===== config.mk =====
export PLATFORM = sky130hd
export DESIGN_NAME = pll_phase_comparator_flat
export DESIGN_NICKNAME = d
export VERILOG_FILES = /design/src/rtl/pll_phase_comparator_if.sv /design/src/rtl/pll_phase_comparator.sv /design/src/flat_wrapper.sv
export SDC_FILE = /design/constraint.sdc
export NUM_CORES = 1
export LEC_CHECK = 0
export CAP_MARGIN = 0
export CORE_MARGIN = 4
export CORE_UTILIZATION = 54
export CTS_CLUSTER_DIAMETER = 150
export DETAILED_ROUTE_END_ITERATION = 16
export MAX_ROUTING_LAYER = met4
export PLACE_DENSITY = 0.8
export SETUP_SLACK_MARGIN = 0.2
export SLEW_MARGIN = 20
export SYNTH_ARGS = -nofsm -noshare
export SYNTH_HDL_FRONTEND = slang
export SYNTH_SLANG_ARGS = --single-unit

===== constraint.sdc =====
create_clock -name Clk -period 5.1 [get_ports Clk]
set_input_delay 0.51 -clock Clk [delete_from_list [all_inputs] [get_ports Clk]]
set_output_delay 0.51 -clock Clk [all_outputs]
set_load 0.1 [all_outputs]

===== src/rtl/pll_phase_comparator_if.sv =====
// Signal bundle between the phase comparator and its environment (VFO, reference, harness).
interface pll_phase_comparator_if #(
  parameter int CNT_W = 8
);
  logic                    Enable;
  logic                    RefIn;
  logic                    VfoIn;
  logic [1:0]              AdjustFreq;
  logic                    SampleCmd;
  logic signed [CNT_W:0]   PhaseErr;
  logic                    ErrValid;
  logic                    Locked;

  modport master (
    output Enable, RefIn, VfoIn,
    input  AdjustFreq, SampleCmd, PhaseErr, ErrValid, Locked
  );

  modport slave (
    input  Enable, RefIn, VfoIn,
    output AdjustFreq, SampleCmd, PhaseErr, ErrValid, Locked
  );
endinterface


===== src/rtl/pll_phase_comparator.sv =====
// Phase comparator and loop controller: measures ref/VFO rising-edge skew in Clk
// cycles and drives the VFO frequency adjust code, phase error and lock status.
//
// state     | meaning
// IDLE      | startup delay, SampleCmd low
// WAIT_EDGE | waiting for the first edge of a pair
// REF_FIRST | ref edge seen, counting until VFO edge or timeout
// VFO_FIRST | VFO edge seen, counting until ref edge or timeout
// DECIDE    | error registered, ErrValid high for this cycle
// APPLY     | adjust code held, edges ignored
module pll_phase_comparator #(
  parameter int CNT_W      = 8,
  parameter int WINDOW     = 200,
  parameter int DEADBAND   = 2,
  parameter int ADJ_HOLD   = 4,
  parameter int LOCK_COUNT = 8,
  parameter int STARTUP    = 4
) (
  input  logic                  Clk,
  input  logic                  Reset,
  pll_phase_comparator_if.slave pc
);

  typedef enum logic [2:0] {IDLE, WAIT_EDGE, REF_FIRST, VFO_FIRST, DECIDE, APPLY} state_t;

  localparam int TMR_W = 8;
  localparam int LCK_W = $clog2(LOCK_COUNT + 1);

  localparam logic [1:0] CODE_UP   = 2'b10;
  localparam logic [1:0] CODE_DOWN = 2'b00;
  localparam logic [1:0] CODE_HOLD = 2'b01;

  localparam logic [TMR_W-1:0]      STARTUP_LD = TMR_W'(STARTUP - 1);
  localparam logic [TMR_W-1:0]      HOLD_LD    = TMR_W'(ADJ_HOLD - 1);
  localparam logic [TMR_W-1:0]      TMR_ONE    = TMR_W'(1);
  localparam logic [CNT_W-1:0]      WIN_LAST   = CNT_W'(WINDOW - 1);
  localparam logic signed [CNT_W:0] WIN_S      = (CNT_W+1)'(WINDOW);
  localparam logic signed [CNT_W:0] DB_S       = (CNT_W+1)'(DEADBAND);
  localparam logic signed [CNT_W:0] ONE_S      = (CNT_W+1)'(1);
  localparam logic [LCK_W-1:0]      LOCK_MAX   = LCK_W'(LOCK_COUNT);

  logic [2:0]              refSync, vfoSync;
  logic                    refEdge, vfoEdge;
  state_t                  state;
  logic [CNT_W-1:0]        phaseCnt;
  logic [TMR_W-1:0]        timer;
  logic [LCK_W-1:0]        lockCnt, lockNext;
  logic                    decide, forceRaise, forceHold, inBand;
  logic signed [CNT_W:0]   decErr, cntPlus1;
  logic [1:0]              decAdj;

  // Two sync flops plus a history flop; both inputs see identical latency.
  always_ff @(posedge Clk) begin
    if (Reset) begin
      refSync <= '0;
      vfoSync <= '0;
      refEdge <= 1'b0;
      vfoEdge <= 1'b0;
    end else begin
      refSync <= {refSync[1:0], pc.RefIn};
      vfoSync <= {vfoSync[1:0], pc.VfoIn};
      refEdge <= refSync[1] & ~refSync[2];
      vfoEdge <= vfoSync[1] & ~vfoSync[2];
    end
  end

  assign cntPlus1 = signed'({1'b0, phaseCnt}) + ONE_S;

  always_comb begin
    decide     = 1'b0;
    decErr     = '0;
    forceRaise = 1'b0;
    forceHold  = 1'b0;
    case (state)
      WAIT_EDGE: decide = refEdge && vfoEdge;
      REF_FIRST: begin
        if (vfoEdge) begin
          decide = 1'b1;
          decErr = cntPlus1;
        end else if (phaseCnt == WIN_LAST) begin
          decide     = 1'b1;
          decErr     = WIN_S;
          forceRaise = 1'b1;
        end
      end
      VFO_FIRST: begin
        if (refEdge) begin
          decide = 1'b1;
          decErr = -cntPlus1;
        end else if (phaseCnt == WIN_LAST) begin
          // Missing reference: report the error but do not steer the VFO.
          decide    = 1'b1;
          decErr    = -WIN_S;
          forceHold = 1'b1;
        end
      end
      default: ;
    endcase
  end

  always_comb begin
    inBand = !forceRaise && !forceHold && (decErr <= DB_S) && (decErr >= -DB_S);
    if (forceHold)                        decAdj = CODE_HOLD;
    else if (forceRaise || decErr > DB_S) decAdj = CODE_UP;
    else if (decErr < -DB_S)              decAdj = CODE_DOWN;
    else                                  decAdj = CODE_HOLD;
    if (!inBand)                  lockNext = '0;
    else if (lockCnt == LOCK_MAX) lockNext = lockCnt;
    else                          lockNext = lockCnt + 1'b1;
  end

  always_ff @(posedge Clk) begin
    if (Reset || !pc.Enable) begin
      state         <= IDLE;
      phaseCnt      <= '0;
      timer         <= STARTUP_LD;
      lockCnt       <= '0;
      pc.AdjustFreq <= CODE_HOLD;
      pc.SampleCmd  <= 1'b0;
      pc.Locked     <= 1'b0;
      pc.ErrValid   <= 1'b0;
      if (Reset) pc.PhaseErr <= '0;
    end else begin
      pc.ErrValid <= 1'b0;
      if (decide) begin
        state         <= DECIDE;
        pc.PhaseErr   <= decErr;
        pc.ErrValid   <= 1'b1;
        pc.AdjustFreq <= decAdj;
        lockCnt       <= lockNext;
        pc.Locked     <= (lockNext == LOCK_MAX);
      end else begin
        case (state)
          IDLE: begin
            if (timer == '0) begin
              state        <= WAIT_EDGE;
              pc.SampleCmd <= 1'b1;
            end else begin
              timer <= timer - 1'b1;
            end
          end
          WAIT_EDGE: begin
            phaseCnt <= '0;
            if (refEdge)      state <= REF_FIRST;
            else if (vfoEdge) state <= VFO_FIRST;
          end
          REF_FIRST, VFO_FIRST: phaseCnt <= phaseCnt + 1'b1;
          DECIDE: begin
            state <= APPLY;
            timer <= HOLD_LD;
            if (HOLD_LD == '0) pc.AdjustFreq <= CODE_HOLD;
          end
          // Code drops to hold one cycle before leaving, so a new pair can
          // only be measured ADJ_HOLD+2 cycles after the previous decision.
          APPLY: begin
            if (timer == '0) begin
              state <= WAIT_EDGE;
            end else begin
              if (timer == TMR_ONE) pc.AdjustFreq <= CODE_HOLD;
              timer <= timer - 1'b1;
            end
          end
          default: begin
            state        <= IDLE;
            timer        <= STARTUP_LD;
            pc.SampleCmd <= 1'b0;
          end
        endcase
      end
    end
  end

endmodule


===== src/flat_wrapper.sv =====
// flat-port wrapper written by rule: the top's interface ports become plain ports
module pll_phase_comparator_flat 
#(
  parameter int CNT_W      = 8,
  parameter int WINDOW     = 200,
  parameter int DEADBAND   = 2,
  parameter int ADJ_HOLD   = 4,
  parameter int LOCK_COUNT = 8,
  parameter int STARTUP    = 4
)
  (Clk, Reset, pc_Enable, pc_RefIn, pc_VfoIn, pc_AdjustFreq, pc_SampleCmd, pc_PhaseErr, pc_ErrValid, pc_Locked);
  pll_phase_comparator_if #(.CNT_W(CNT_W)) pc_i ();
  input  logic Clk;
  input  logic Reset;
  input wire logic [$bits(pc_i.Enable)-1:0] pc_Enable;
  input wire logic [$bits(pc_i.RefIn)-1:0] pc_RefIn;
  input wire logic [$bits(pc_i.VfoIn)-1:0] pc_VfoIn;
  output wire logic [$bits(pc_i.AdjustFreq)-1:0] pc_AdjustFreq;
  output wire logic [$bits(pc_i.SampleCmd)-1:0] pc_SampleCmd;
  output wire logic [$bits(pc_i.PhaseErr)-1:0] pc_PhaseErr;
  output wire logic [$bits(pc_i.ErrValid)-1:0] pc_ErrValid;
  output wire logic [$bits(pc_i.Locked)-1:0] pc_Locked;
  assign pc_i.Enable = pc_Enable;
  assign pc_i.RefIn = pc_RefIn;
  assign pc_i.VfoIn = pc_VfoIn;
  assign pc_AdjustFreq = pc_i.AdjustFreq;
  assign pc_SampleCmd = pc_i.SampleCmd;
  assign pc_PhaseErr = pc_i.PhaseErr;
  assign pc_ErrValid = pc_i.ErrValid;
  assign pc_Locked = pc_i.Locked;
  pll_phase_comparator #(.CNT_W(CNT_W), .WINDOW(WINDOW), .DEADBAND(DEADBAND), .ADJ_HOLD(ADJ_HOLD), .LOCK_COUNT(LOCK_COUNT), .STARTUP(STARTUP)) u_core (.Clk(Clk), .Reset(Reset), .pc(pc_i));
endmodule

==> results.md <==
Setup path:
- STA puts the critical path data arrival time at ~3.8 ns.
- The kind of start point of the critical path is a flip-flop.
- The buffers plus inverters on the worst setup path is 0.
- The number of cell instances on the worst register-to-register path is 9.
- At the worst endpoint, the required time is 5.36 ns.
- The startpoint identified for the worst register-to-register timing path is u_core.phaseCnt[0].
- The capture instance of the worst register-to-register path is u_core.lockCnt[3].
- The capturing element type of the critical path is a flip-flop.
- For this design, the slowest cell found on the critical path is dfxtp_1.
- The worst setup path is of the reg -> reg kind.
- The kind of cell adding the most delay to the critical path is simple AND/OR/NAND/NOR gates.
- The origin of the worst setup path is u_core.phaseCnt[0].
- In this design, the stage delay of the slowest critical-path cell is 0.73 ns.
- The signal on the critical path passes through ha_1, xor2_1, or4_1, a221oi_2, mux2_2, nor4_2, nand4bb_2, a211oi_2, a211o_1.
- The largest fanout on the critical path is 22.
- The worst-case register-to-register setup slack is 1.54 ns.

Power:
- Per report_power, the combinational group accounts for 6.8% of the total.
- The cell-internal power is about 0.48 mW.
- The share of total power dissipated in the clock network is 35.2%.
- The power density relative to cell area is ~200 nW/um2.
- The total power consumption of the routed design is about 0.64 mW.
- The leakage power total is roughly 1.1 nW.
- In this run the power spent charging and discharging nets is 0.1640 mW.
- In this run switching power makes up 25.59% of total power.
- Sequential cells account for 57.9% of the total power.
- Across the VDD grid, the largest voltage drop is around 0.12 mV.

Die:
- The die height is between 80 and 90 um.
- The die covers approximately 6700 um2.
- The effective utilization at floorplan is 56.59%.
- The area inside the core boundary is 5205 um2.
- In this run the count of I/O pins placed on the die edge is 19.
- The width of the die is 81.86 um.
- The number of rows created at floorplan is 26.

Place:
- The number of buffers inserted by port buffering is 18.
- Prior to clock tree synthesis, the placed netlist has a worst setup slack of roughly 1.6 ns.
- The number of placed cells counting well taps is 420.
- Once detailed placement completed, the half-perimeter wirelength came to 4628 um.
- The placed instances occupy a cell area of 3114 um2.
- The placer congestion estimate is approximately 0.94.

Routing:
- The highest layer touched by signal routing is met4.
- The number of nets with antenna violations after detailed routing is 0.
- The vias after detailed routing is 2622.
- In the routed design, unresolved DRC markers number 0.
- After detailed routing, the met3 layer carries 369 um of wire.
- The first TritonRoute pass finished after 4 iterations.
- The DRC violation total after the first TritonRoute iteration is 205.
- The routed wire length is between 6000 and 7000 um.
- For this block, wires on met1 add up to 3003 um.
- The number of vias per cell is ~6.1.
- In the final routed layout, each cell accounts on average for 14.95 um.
- Summed over all nets, wire length on met2 after detailed routing comes to 2934 um.

STA:
- The hold slack is about 0.39 ns.
- On the final layout, the worst clock skew is 0.005777 ns.
- At the pin with the least slew margin, the transition time is approximately 0.98 ns.
- The final cycle utilization of the critical path is 69.76%.
- The setup slack of the critical path after layout is between 1.5 and 2 ns.
- The headroom to the max-slew limit is 34.71%.
- Timing would allow up to between 200 and 300 MHz.
- For the finished layout, the period the worst path requires is 3.558 ns.
- Setup repair after global routing left no endpoint under its margin.
- Setup violations remaining at the end of the flow were counted as 0.
- The accumulated negative setup slack is 0 ns.
- The final count of pins violating max slew is 0.
- The total count of hold-check failures in the final report is 0.

Yosys:
- The cell taking the most area after synthesis is dfxtp_1.
- Of the total synthesized cell area, the portion taken by AND, OR, NAND and NOR gates is 32.24%.
- During synthesis, Yosys emitted a total of 0 warnings.
- The mapped netlist covers 2945 um2.
- The number of instances in the synthesized netlist is 354.
- Synthesis produced a netlist with a net count of ~370.
- The number of different library cells used by synthesis comes to 75.
- After synthesis, the largest family of logic cells by area is simple AND/OR/NAND/NOR gates.
- The share of the Yosys chip area taken by registers is between 30% and 40%.
- The count of flip-flops with a built-in enable after synthesis is 9.
- The post-synthesis share of cell area spent on xor and xnor gates is 4.376%.
- The most frequent cell after synthesis is nor2_1.
- The synthesized-area fraction occupied by ao, oa, aoi and oai cells is 21.37%.
- The fraction of synthesized cell area taken by the top area cell type is 24.47%.
- The share of flip-flops with an asynchronous set or reset after synthesis is 0%.
- The mux share of post-synthesis cell area is less than 1%.
- The leading register cell type out of synthesis is dfxtp_1.
- The commonest cells after synthesis are nor2_1 (41), dfxtp_1 (36), nand2_1 (24).
- The synthesis-stage register bit count is 45.
- Sorting the synthesized cells by area gives the leading types as dfxtp_1 (24%), edfxtp_1 (9.2%), nor2_1 (5.2%).
- The average footprint of a synthesized cell is 8.320 um2.
- The share of synthesized cell area in full adder, half adder and majority cells is 2.974%.

Final layout:
- Leaving out filler cells and counting taps, the final layout contains 428.
- The final net count is around 370.
- The ratio of cells with drive above 1 in the final layout is 6.983%.
- The repair_antennas step left the layout with diodes totalling 0.
- The number of inserted filler cells in the final layout is 475.
- At the end of the flow the core is filled with cells to 61.56%.
- Across the whole layout, storage elements account for around 990 um2.
- The combined area of the multi-input logic cells is 1807 um2.
- With fillers left out, the area of the finished cells amounts to 3204 um2.
- The relative area change from synthesis to final layout is 8.793%.

Clock tree:
- The clock tree synthesis step divided the H-tree into 2 levels.
- The number of clock buffers inserted by TritonCTS is 5.
- Post-CTS repair changed the size of 0 cells.
- At the later pin of the worst-skew pair, clock insertion delay measures 0.31 ns.
- Clock tree synthesis found a total of 45 sinks.
- No sink is reached through more buffers than the 2 on the longest clock path.
- The clock input transition at the sequential cells of the worst setup and hold paths is 0.09 ns.
- The number of buffers added for setup after CTS is 0.
- The root buffer cell is clkbuf_8.
- TritonCTS built the clock tree.
- The number of hold buffers added after cts is 0.

Global routing:
- The number of antenna violations at the first check in global routing came to 0.
- The largest net degree at the start of global routing is 23.
- The global-route wire length before repair is about 11000 um.
- The total overflow left after global routing is 0.
- The via count of the first global-routing pass was 2396.
- The total track usage is ~22%.

Worst hold path:
- The class of the tightest hold or removal check is reg -> reg.
- The worst hold path terminates at u_core.vfoEdge.
- In this run the most critical hold path is launched from u_core.vfoSync[2].
- Counting instances, the worst hold path has a depth of 1.

Status:
- The flow ran to the end, and the final reports show no timing, DRC or antenna violations.

Job:
- The tool flagged a number of max-cap violations equal to 0.
==> cell families (layout without fill, tap and decap cells) <==
logic type               count (synthesis)  count (layout)
multiplexers                             1               1
AO/OA/AOI/OAI                           90              90
XOR/XNOR                                13              13
adder cells (fa/ha/maj)                  7               7
AND/OR/NAND/NOR                        163             163
buffers and inverters                   35              39
flip-flops                              45              45
==> layer usage <==
layer  GRT usage, %  up-vias
li1               -     1311
met1          28.65     1220
met2          33.52       83
met3          4.167        8
met4          6.478        0
met5              -        -
==> state kept, by name, summed over array words and instances (netlist names) <==
name and count:
u_core.timer 8, u_core.pc.PhaseErr 9, u_core.pc.ErrValid 1, u_core.vfoSync 3
u_core.pc.AdjustFreq 2, u_core.state 3, u_core.vfoEdge 1, u_core.phaseCnt 8
u_core.refEdge 1, u_core.refSync 3, u_core.pc.Locked 1, u_core.pc.SampleCmd 1
u_core.lockCnt 4
==> worst max path at each step <==
| stage | endpoint | depth (start not counted) |
|---|---|---|
| after floorplan | u_core.lockCnt[3] | 10 |
| after global placement | u_core.lockCnt[3] | 9 |
| after detailed placement | u_core.lockCnt[3] | 9 |
| after CTS | u_core.lockCnt[3] | 9 |
| after global routing | u_core.lockCnt[3] | 9 |
| final | u_core.lockCnt[3] | 9 |
==> power by group through the flow <==
| stage | logic (mW) | clock network [mW] | registers [mW] |
|---|---|---|---|
| 5_1_grt | 0.0469 | 0.247 | 0.372 |
| 3_3_place_gp | 0.0435 | 0 | 0.379 |
| 6_report | 0.0438 | 0.226 | 0.371 |
| 2_1_floorplan | 0.0137 | 0 | 0.397 |
| 3_5_place_dp | 0.0441 | 0 | 0.379 |
| 4_1_cts | 0.0441 | 0.230 | 0.371 |
==> worst register-to-register path: stages (launching register included) <==
cell       delay [ns]
dfxtp_1          0.73
ha_1             0.68
xor2_1           0.13
or4_1            0.44
a221oi_2         0.24
mux2_2           0.38
nor4_2           0.36
nand4bb_2        0.22
a211oi_2         0.22
a211o_1          0.11
==> cells in the final DEF, fill, tap and decap left out, drive strengths merged, types with 7 or more instances in the layout <==
| cell | n |
|---|---|
| a21oi | 22 |
| clkdlybuf4s50 | 18 |
| dfxtp | 36 |
| edfxtp | 9 |
| ha | 7 |
| inv | 14 |
| nand2 | 24 |
| nand2b | 8 |
| nand3 | 17 |
| nor2 | 41 |
| nor2b | 12 |
| nor3 | 8 |
| nor4 | 8 |
| o21ai | 20 |
| xnor2 | 9 |
==> cell type report <==
class / count / share of cell area (%)
Inverter: 13 / 1.523
Multi-Input combinational cell: 274 / 56.38
Tap cell: 70 / 2.733
Timing Repair Buffer: 18 / 5.623
Clock inverter: 3 / 0.6638
Clock buffer: 5 / 2.148
Sequential cell: 45 / 30.93
(Power assumes the default switching activity.)
